`src/rtl/regfile_sb.sv`:
```
// regfile_sb: NREGS x XLEN integer register file with a per-register pending-write scoreboard.
// Latency: reads are combinational (0 cycles); writes and busy updates are visible the cycle after the edge.
// Backpressure: issue_ready_o drops on a WAW hazard and ID holds the issue; `REGFILE_BYPASS_EN adds WB->read bypass.
module regfile_sb #(
    parameter int XLEN  = 64,
    parameter int NREGS = 32,
    parameter int NRD   = 2,
    localparam int AW   = $clog2(NREGS)
) (
    input  logic                clk,
    input  logic                rst,
    input  logic [NRD*AW-1:0]   rs_raddr_i,
    output logic [NRD*XLEN-1:0] rs_rdata_o,
    output logic [NRD-1:0]      rs_busy_o,
    input  logic                issue_valid_i,
    input  logic [AW-1:0]       issue_rd_i,
    output logic                issue_ready_o,
    input  logic                reg_wen,
    input  logic [AW-1:0]       reg_waddr_i,
    input  logic [XLEN-1:0]     reg_wdata_i
);

    logic [XLEN-1:0]  regs [NREGS];
    logic [NREGS-1:0] busy;
    logic [NREGS-1:0] busy_nxt;
    logic             wr_fire;
    logic             issue_fire;

    assign wr_fire    = reg_wen & (reg_waddr_i != '0);
    assign issue_fire = issue_valid_i & issue_ready_o & (issue_rd_i != '0);

`ifdef REGFILE_BYPASS_EN
    // A WB in this cycle retires the current producer, so a new producer may take its place.
    assign issue_ready_o = ~busy[issue_rd_i] | (wr_fire & (reg_waddr_i == issue_rd_i));
`else
    assign issue_ready_o = ~busy[issue_rd_i] | (issue_rd_i == '0);
`endif

    // Issue is applied after WB so a same-cycle new producer leaves the register busy.
    always_comb begin
        busy_nxt = busy;
        if (wr_fire) begin
            busy_nxt[reg_waddr_i] = 1'b0;
        end
        if (issue_fire) begin
            busy_nxt[issue_rd_i] = 1'b1;
        end
        busy_nxt[0] = 1'b0;
    end

    always_ff @(posedge clk or negedge rst) begin
        if (!rst) begin
            for (int i = 0; i < NREGS; i++) begin
                regs[i] <= '0;
            end
            busy <= '0;
        end else begin
            if (wr_fire) begin
                regs[reg_waddr_i] <= reg_wdata_i;
            end
            busy <= busy_nxt;
        end
    end

    genvar k;
    for (k = 0; k < NRD; k++) begin : g_rd
        logic [AW-1:0]   addr;
        logic            hit;
        logic [XLEN-1:0] data;
        logic            bsy;

        assign addr = rs_raddr_i[k*AW +: AW];
`ifdef REGFILE_BYPASS_EN
        assign hit = wr_fire & (reg_waddr_i == addr);
`else
        assign hit = 1'b0;
`endif

        always_comb begin
            data = regs[addr];
            bsy  = busy[addr];
            if (hit) begin
                data = reg_wdata_i;
                bsy  = 1'b0;
            end
            // x0 and the reset window read as zero regardless of any in-flight write.
            if (!rst || addr == '0) begin
                data = '0;
                bsy  = 1'b0;
            end
        end

        assign rs_rdata_o[k*XLEN +: XLEN] = data;
        assign rs_busy_o[k]               = bsy;
    end

endmodule

```
`config.mk`:
```
export PLATFORM = sky130hd
export DESIGN_NAME = regfile_sb
export DESIGN_NICKNAME = d
export VERILOG_FILES = /design/src/rtl/regfile_sb.sv
export SDC_FILE = /design/constraint.sdc
export NUM_CORES = 2
export LEC_CHECK = 0
export ABC_AREA = 0
export CAP_MARGIN = 20
export CELL_PAD_IN_SITES_DETAIL_PLACEMENT = 0
export CELL_PAD_IN_SITES_GLOBAL_PLACEMENT = 2
export CORE_AREA = 8 8 505 507
export CTS_CLUSTER_DIAMETER = 60
export DETAILED_ROUTE_END_ITERATION = 8
export DIE_AREA = 0 0 513 515
export PLACE_DENSITY_LB_ADDON = 0.1
export SLEW_MARGIN = 20
export SYNTH_ARGS = -nofsm -noshare
export SYNTH_HDL_FRONTEND = slang
export SYNTH_SLANG_ARGS = --single-unit
```
`constraint.sdc`:
```
create_clock -name clk -period 2.5 [get_ports clk]
set_input_delay 0.375 -clock clk [delete_from_list [all_inputs] [get_ports clk]]
set_output_delay 0.375 -clock clk [all_outputs]
set_load 0.05 [all_outputs]
```
### Word level (Yosys, flattened, before mapping)

Cells that the tools add are included.

* register bits after elaboration: 2079
* memories: 0
* word-level logic and storage cells: 90
* input port bits: 88
* output and inout port bits: 131
* bits in latches: 0
* memory bits (read-only): 0
* RAM bits: 0

* shift operators: 0
* divide/modulo/power cells: 0
* multipliers: 0
* equal/unequal tests: 0
* $lt $le $gt $ge: 10
* $add $sub $neg: 0
* muxes and demuxes: 25
* bitwise logic cells: 11
* reductions and logical operators: 11

Operators with widths (number)
* $bwmux 2048: 1
* $bmux 64 s5: 2
* $mux 64: 7
* $demux 64 s5: 1
* $mux 32: 2
* $and 32x32->32: 1
* $not 32->32: 1
* $or 32x32->32: 1
* $lt 5x6->1 const B: 4
* $ge 6x6->1 const B: 3
* $not 5->6: 3
* $bmux 1 s5: 3
* $logic_not 5->1: 3
* $demux 1 s5: 2
* $ge 5x1->1 const B: 2
* $reduce_bool 5->1: 2
* $mux 1: 7
* $lt 6x1->1 const B: 1
* $and 1x1->1: 3
* $logic_and 1x1->1: 3
* $logic_or 1x1->1: 2
* $logic_not 1->1: 1
* $not 1->1: 1
* $or 1x1->1: 1

### Logic depth before layout (Yosys ltp)

* depth in word-level cells: 9
* gate-level depth with buffers: 10
* gate-level depth less buffers: 5

### Worst setup path before layout

Ideal clock, no wire load.

* path kind: input port to output port
* start point: input port issue_rd_i[0]
* end point: output port issue_ready_o
* stages: 7
* data arrival time: 2.705 ns
* path buffers: 2
* required time: 2.125 ns
* slack: -0.580 ns
* path through: buf_2 buf_4 mux2_2 nand3_1 o221a_2 o21ai_0 a211oi_1

* cells in the longest elaborated chain, start to end: 4
* elaborated cells between the ends (all ways): 5
* classes of those cells: 2 x mux; 2 x bitwise; 1 x reduce/logical

RTL lines
* start: declaration: line 16 `input logic [AW-1:0] issue_rd_i,`
* $bmux 1 s5: line 36 `assign issue_ready_o = ~busy[issue_rd_i] | (issue_rd_i == '0);`
* $mux 1 (not written as such): line 36
* $not 1->1: line 36
* $or 1x1->1 *: line 36
* end: declaration: line 17 `output logic issue_ready_o,`

Mark *: on every way between the ends. The rest lies on a longest branch, timed or not. The select of a mux whose other input is x is not followed.

### Final worst setup path

* start point: register regs[1306] (netlist name)
* end point: output port rs_rdata_o[26]

* cells in the longest elaborated chain, start to end: 4

RTL lines
* start: declaration: line 23 `logic [XLEN-1:0] regs [NREGS];`
* start signal: indexed assignment: line 59 `regs[reg_waddr_i] <= reg_wdata_i;`
* $bmux 64 s5: line 80 `data = regs[addr];`
* $mux 64 (not written as such) (2 in a row): line 80
* $mux 64: line 87 `if (!rst || addr == '0) begin`
* end: declaration: line 13 `output logic [NRD*XLEN-1:0] rs_rdata_o,`

No other way between the ends. The select of a mux whose other input is x is not followed.

==> results.md <==
* Die X-Extent at 513 µm
* Worst-case register-to-register setup slack at 0.77 ns
* Post-place setup slack at -0.826 ns
* Reg-to-reg startpoint: busy[19]$_DFF_PN0_
* Top cells by area, synth: sky130_fd_sc_hd__dfrtp_1 (47%), sky130_fd_sc_hd__mux4_2 (21%), sky130_fd_sc_hd__mux2_2 (20%)
* Clock tree from TritonCTS: done
* Number of vias after detailed routing at 68500
* Yosys top cell area share at 47.1%
* Cell family with the largest share of critical-path delay: multiplexers
* Worst reg2reg path depth at 7
* Synthesized area at 110000 µm²
* Cell chain of the critical path: mux4_2, mux2i_1, buf_4, o22a_1, o221ai_4, buf_12
* Final period util at 120%
* Violation count after the first detailed-route iteration at 4825
* Number of enable flip-flop cells after synthesis at 0
* Pin count of the biggest net entering global routing at 163
* Share of total power in sequential cells at 42.6%
* CTS root buf: sky130_fd_sc_hd__clkbuf_16
* Floorplan die height at 515 µm
* Clock Skews at 0.00612 ns
* Layout net count at 7605
* Yosys warns at 0
* Average size of a mapped cell at 15.8 µm²
* Clk network pwr share at 34.7%
* Startpoint-to-endpoint class of the critical path: flip-flop to primary output
* GRT Resource Usage Total at 26.9%
* Placement Cell Area at 126000 µm²
* Tightest Hold Check Type: primary input to flip-flop
* Number of nets with antenna violations after routing at 0
* Largest incremental delay on the critical path at 0.49 ns
* Initial antenna violation count at 5
* First-pass GRT wire length at 529000 µm
* Effective utilization at floorplan at 44.7%
* GP Congestion at 0.830
* Required time worst endpoint at 2.12 ns
* P_leak at 0.0583 µW
* Area of the core at 247000 µm²
* Number of core rows at 183
* Worst-Skew Late Latency at 0.87 ns
* Switching Share at 27.6%
* Kind of start point of the critical path: flip-flop
* Buffers & Inverters on Critical Path at 2
* FMAX at 333 MHz
* Top fanout value on the critical path at 3
* Hold path startpoint: issue_valid_i
* Worst path arrival time at 2.63 ns
* Final critical delay including setup and external delays at 3.01 ns
* Fraction of power consumed by combinational cells at 22.6%
* Type of element capturing the critical path: primary output
* Failing checks: setup timing
* CTS sink count at 2079
* Routed wire per std cell at 32.6 µm
* Asr flop ratio synth at 100%
* Hold violation total from the final report at 0
* Clk buf depth at 3
* Transition time at the pin with the least slew margin at 1.01 ns
* Most used flip-flop cell after synthesis: sky130_fd_sc_hd__dfrtp_1
* Wire length reported by the detailed router at 357000 µm
* Sequential area share after synthesis at 47.1%
* Instance count of the mapped netlist at 6993
* Max-slew headroom at 32.4%
* Pins over their slew limit at 0
* Die Outline Area at 264000 µm²
* Netlist cell types at 54
* Number of failing setup endpoints in the final timing report at 131
* Smallest setup slack after layout at -0.505 ns
* Hold-critical path endpoint: busy[15]$_DFF_PN0_
* Number of buffers inserted during clock tree synthesis at 237
* Net switching power at 29000 µW
* Number of port buffers at 218
* Vias per cell at 6.25
* Number of flip-flops and latches in the synthesized netlist at 2079
* Pwr per Cell Area at 778 nW/µm²
* Final cell area excluding filler cells at 135000 µm²
* Top-level port count at 219
* P&R area growth vs syn at 22.3%
* Number of global-route vias before repair at 73600
* Post-DP HPWL at 235000 µm
* Sum of overflow across all layers after global routing at 0
* Fraction of layout instances using a drive strength above 1 at 60.8%
* Hold Path Depth at 3
* RSZ-0062 raised after global routing: true
* Biggest area consumer among synthesized cells: sky130_fd_sc_hd__dfrtp_1
* Clock-pin slew on the worst setup and hold paths at 0.06 ns
* Total number of H-tree levels at 4
* Highest ir drop seen on vdd at 0.712 mV
* Net count after synthesis at 7081
* Drt first pass iters at 5
* Result of the run: finished, violations left
* Internal power summed over all cells at 76100 µW
* Max cap viols at 0
* Count of unresolved DRC violations after routing at 0
* End of the worst register-to-register path: busy[19]$_DFF_PN0_
* Critical-path top delay cell: sky130_fd_sc_hd__mux4_2
==> routing by layer <==
metal	wire length, µm	part of all wire, %	up-vias	track usage, %
li1	-	-	28400	-
met1	156000	44	37900	37.4
met2	174000	49	1680	44.3
met3	15000	4.2	578	3.66
met4	12100	3.4	6	8.06
met5	39	0.011	-	0
==> worst register-to-register path, delay by kind of cell (launching register included) <==
family / cells / cell delay (ns)
compound gates: 1 / 0.07
buf+inv: 3 / 0.44
mux: 1 / 0.50
flops: 1 / 0.40
simple gates: 2 / 0.25
==> timing repair <==
item,CTS,global route
buffers inserted,12,17
hold buffers,4,2
hold endpoints to repair,337,11
pin swaps,74,45
resized for setup,141,50
endpoints found under the setup margin,131,265
gates cloned,1,0
==> cells by family after synthesis <==
family,after synthesis,synth area share (%)
AO/OA/AOI/OAI,350,2.55
buffers and inverters,838,3.58
flip-flops,2079,47.1
multiplexers,3535,45.9
AND/OR/NAND/NOR,191,0.900
==> registers in the layout (all words and copies together), names as in the netlist <==
register / cells
busy: 31
regs: 2048
==> power by group through the flow <==
stage          Combinational [µW]  Sequential [µW]  Clock [µW]
2_1_floorplan               16600            43500           0
3_3_place_gp                22900            44800           0
4_1_cts                     23800            44600       37400
5_1_grt                     25300            45700       38800
3_5_place_dp                23300            45200           0
6_report                    23800            44800       36500
==> Yosys cell counts (all sizes together) (4+ instances only) <==
cell type	number
a21o	5
o221ai	120
mux4	1024
nor3	12
nand2b	10
a22o	6
nand2	70
clkbuf	375
a31oi	4
a21oi	15
nand3	27
nor3b	6
mux2i	509
o21ai	37
dfrtp	2079
nor2	27
or2	6
o22ai	15
inv	12
o22a	119
mux2	2002
buf	451
and3	7
a22oi	10
nor2b	13
==> how the worst max path moves through the flow <==
stage / start / cells past startpoint / to
after global placement: rs_raddr_i[5] / 10 / rs_rdata_o[69]
after detailed placement: rs_raddr_i[5] / 10 / rs_rdata_o[69]
after CTS: busy[19]$_DFF_PN0_ / 6 / issue_ready_o
final: regs[1306]$_DFFE_PN0P_ / 6 / rs_rdata_o[26]
after floorplan: issue_rd_i[0] / 7 / issue_ready_o
after global routing: regs[1306]$_DFFE_PN0P_ / 6 / rs_rdata_o[26]
==> final cells by class <==
| type | count | area, µm² |
|---|---|---|
| well taps | 3237 | 4050 |
| multi-input cells | 4076 | 56300 |
| repair buffers | 1111 | 14500 |
| clock inverters | 115 | 1400 |
| flip-flops and latches | 2079 | 52000 |
| diodes | 3 | 7.51 |
| fillers | 19700 | 112000 |
| inverters | 12 | 45.0 |
| clock buffers | 329 | 6810 |
==> layout by cell type, fill, tap and decap left out, types with 16 or more instances in the layout <==
master and n:
sky130_fd_sc_hd__dfrtp_1 2079, sky130_fd_sc_hd__bufinv_16 26, sky130_fd_sc_hd__mux2_2 1969, sky130_fd_sc_hd__o221ai_2 88, sky130_fd_sc_hd__nand3_1 22, sky130_fd_sc_hd__mux2_1 31, sky130_fd_sc_hd__mux2i_2 39, sky130_fd_sc_hd__o22a_1 95
sky130_fd_sc_hd__buf_4 545, sky130_fd_sc_hd__buf_12 460, sky130_fd_sc_hd__clkdlybuf4s50_1 79, sky130_fd_sc_hd__clkinv_2 52, sky130_fd_sc_hd__clkbuf_1 41, sky130_fd_sc_hd__mux4_2 1024, sky130_fd_sc_hd__clkbuf_16 240, sky130_fd_sc_hd__mux2i_1 468
sky130_fd_sc_hd__o21ai_0 31, sky130_fd_sc_hd__nand2_1 51, sky130_fd_sc_hd__clkinvlp_4 16, sky130_fd_sc_hd__o221ai_4 30, sky130_fd_sc_hd__o22a_2 24, sky130_fd_sc_hd__clkbuf_8 49
==> metrics by stage <==
step | power (µW) | instances | util [%] | setup TNS, ns | hold slack [ns]
2_1_floorplan | 60100 | 6993 | - | -3.15 | 0.0794
3_3_place_gp | 67700 | 10500 | 50.9 | -376.90 | 0.244
3_5_place_dp | 68500 | 10500 | 50.9 | -394.58 | 0.248
4_1_cts | 106000 | 10900 | 54.5 | -79.09 | 0.279
5_1_grt | 110000 | 11000 | 54.7 | -58.86 | 0.348
6_report | 105000 | 11000 | 54.7 | -45.67 | 0.363
Power figures use the tool's default switching activity.
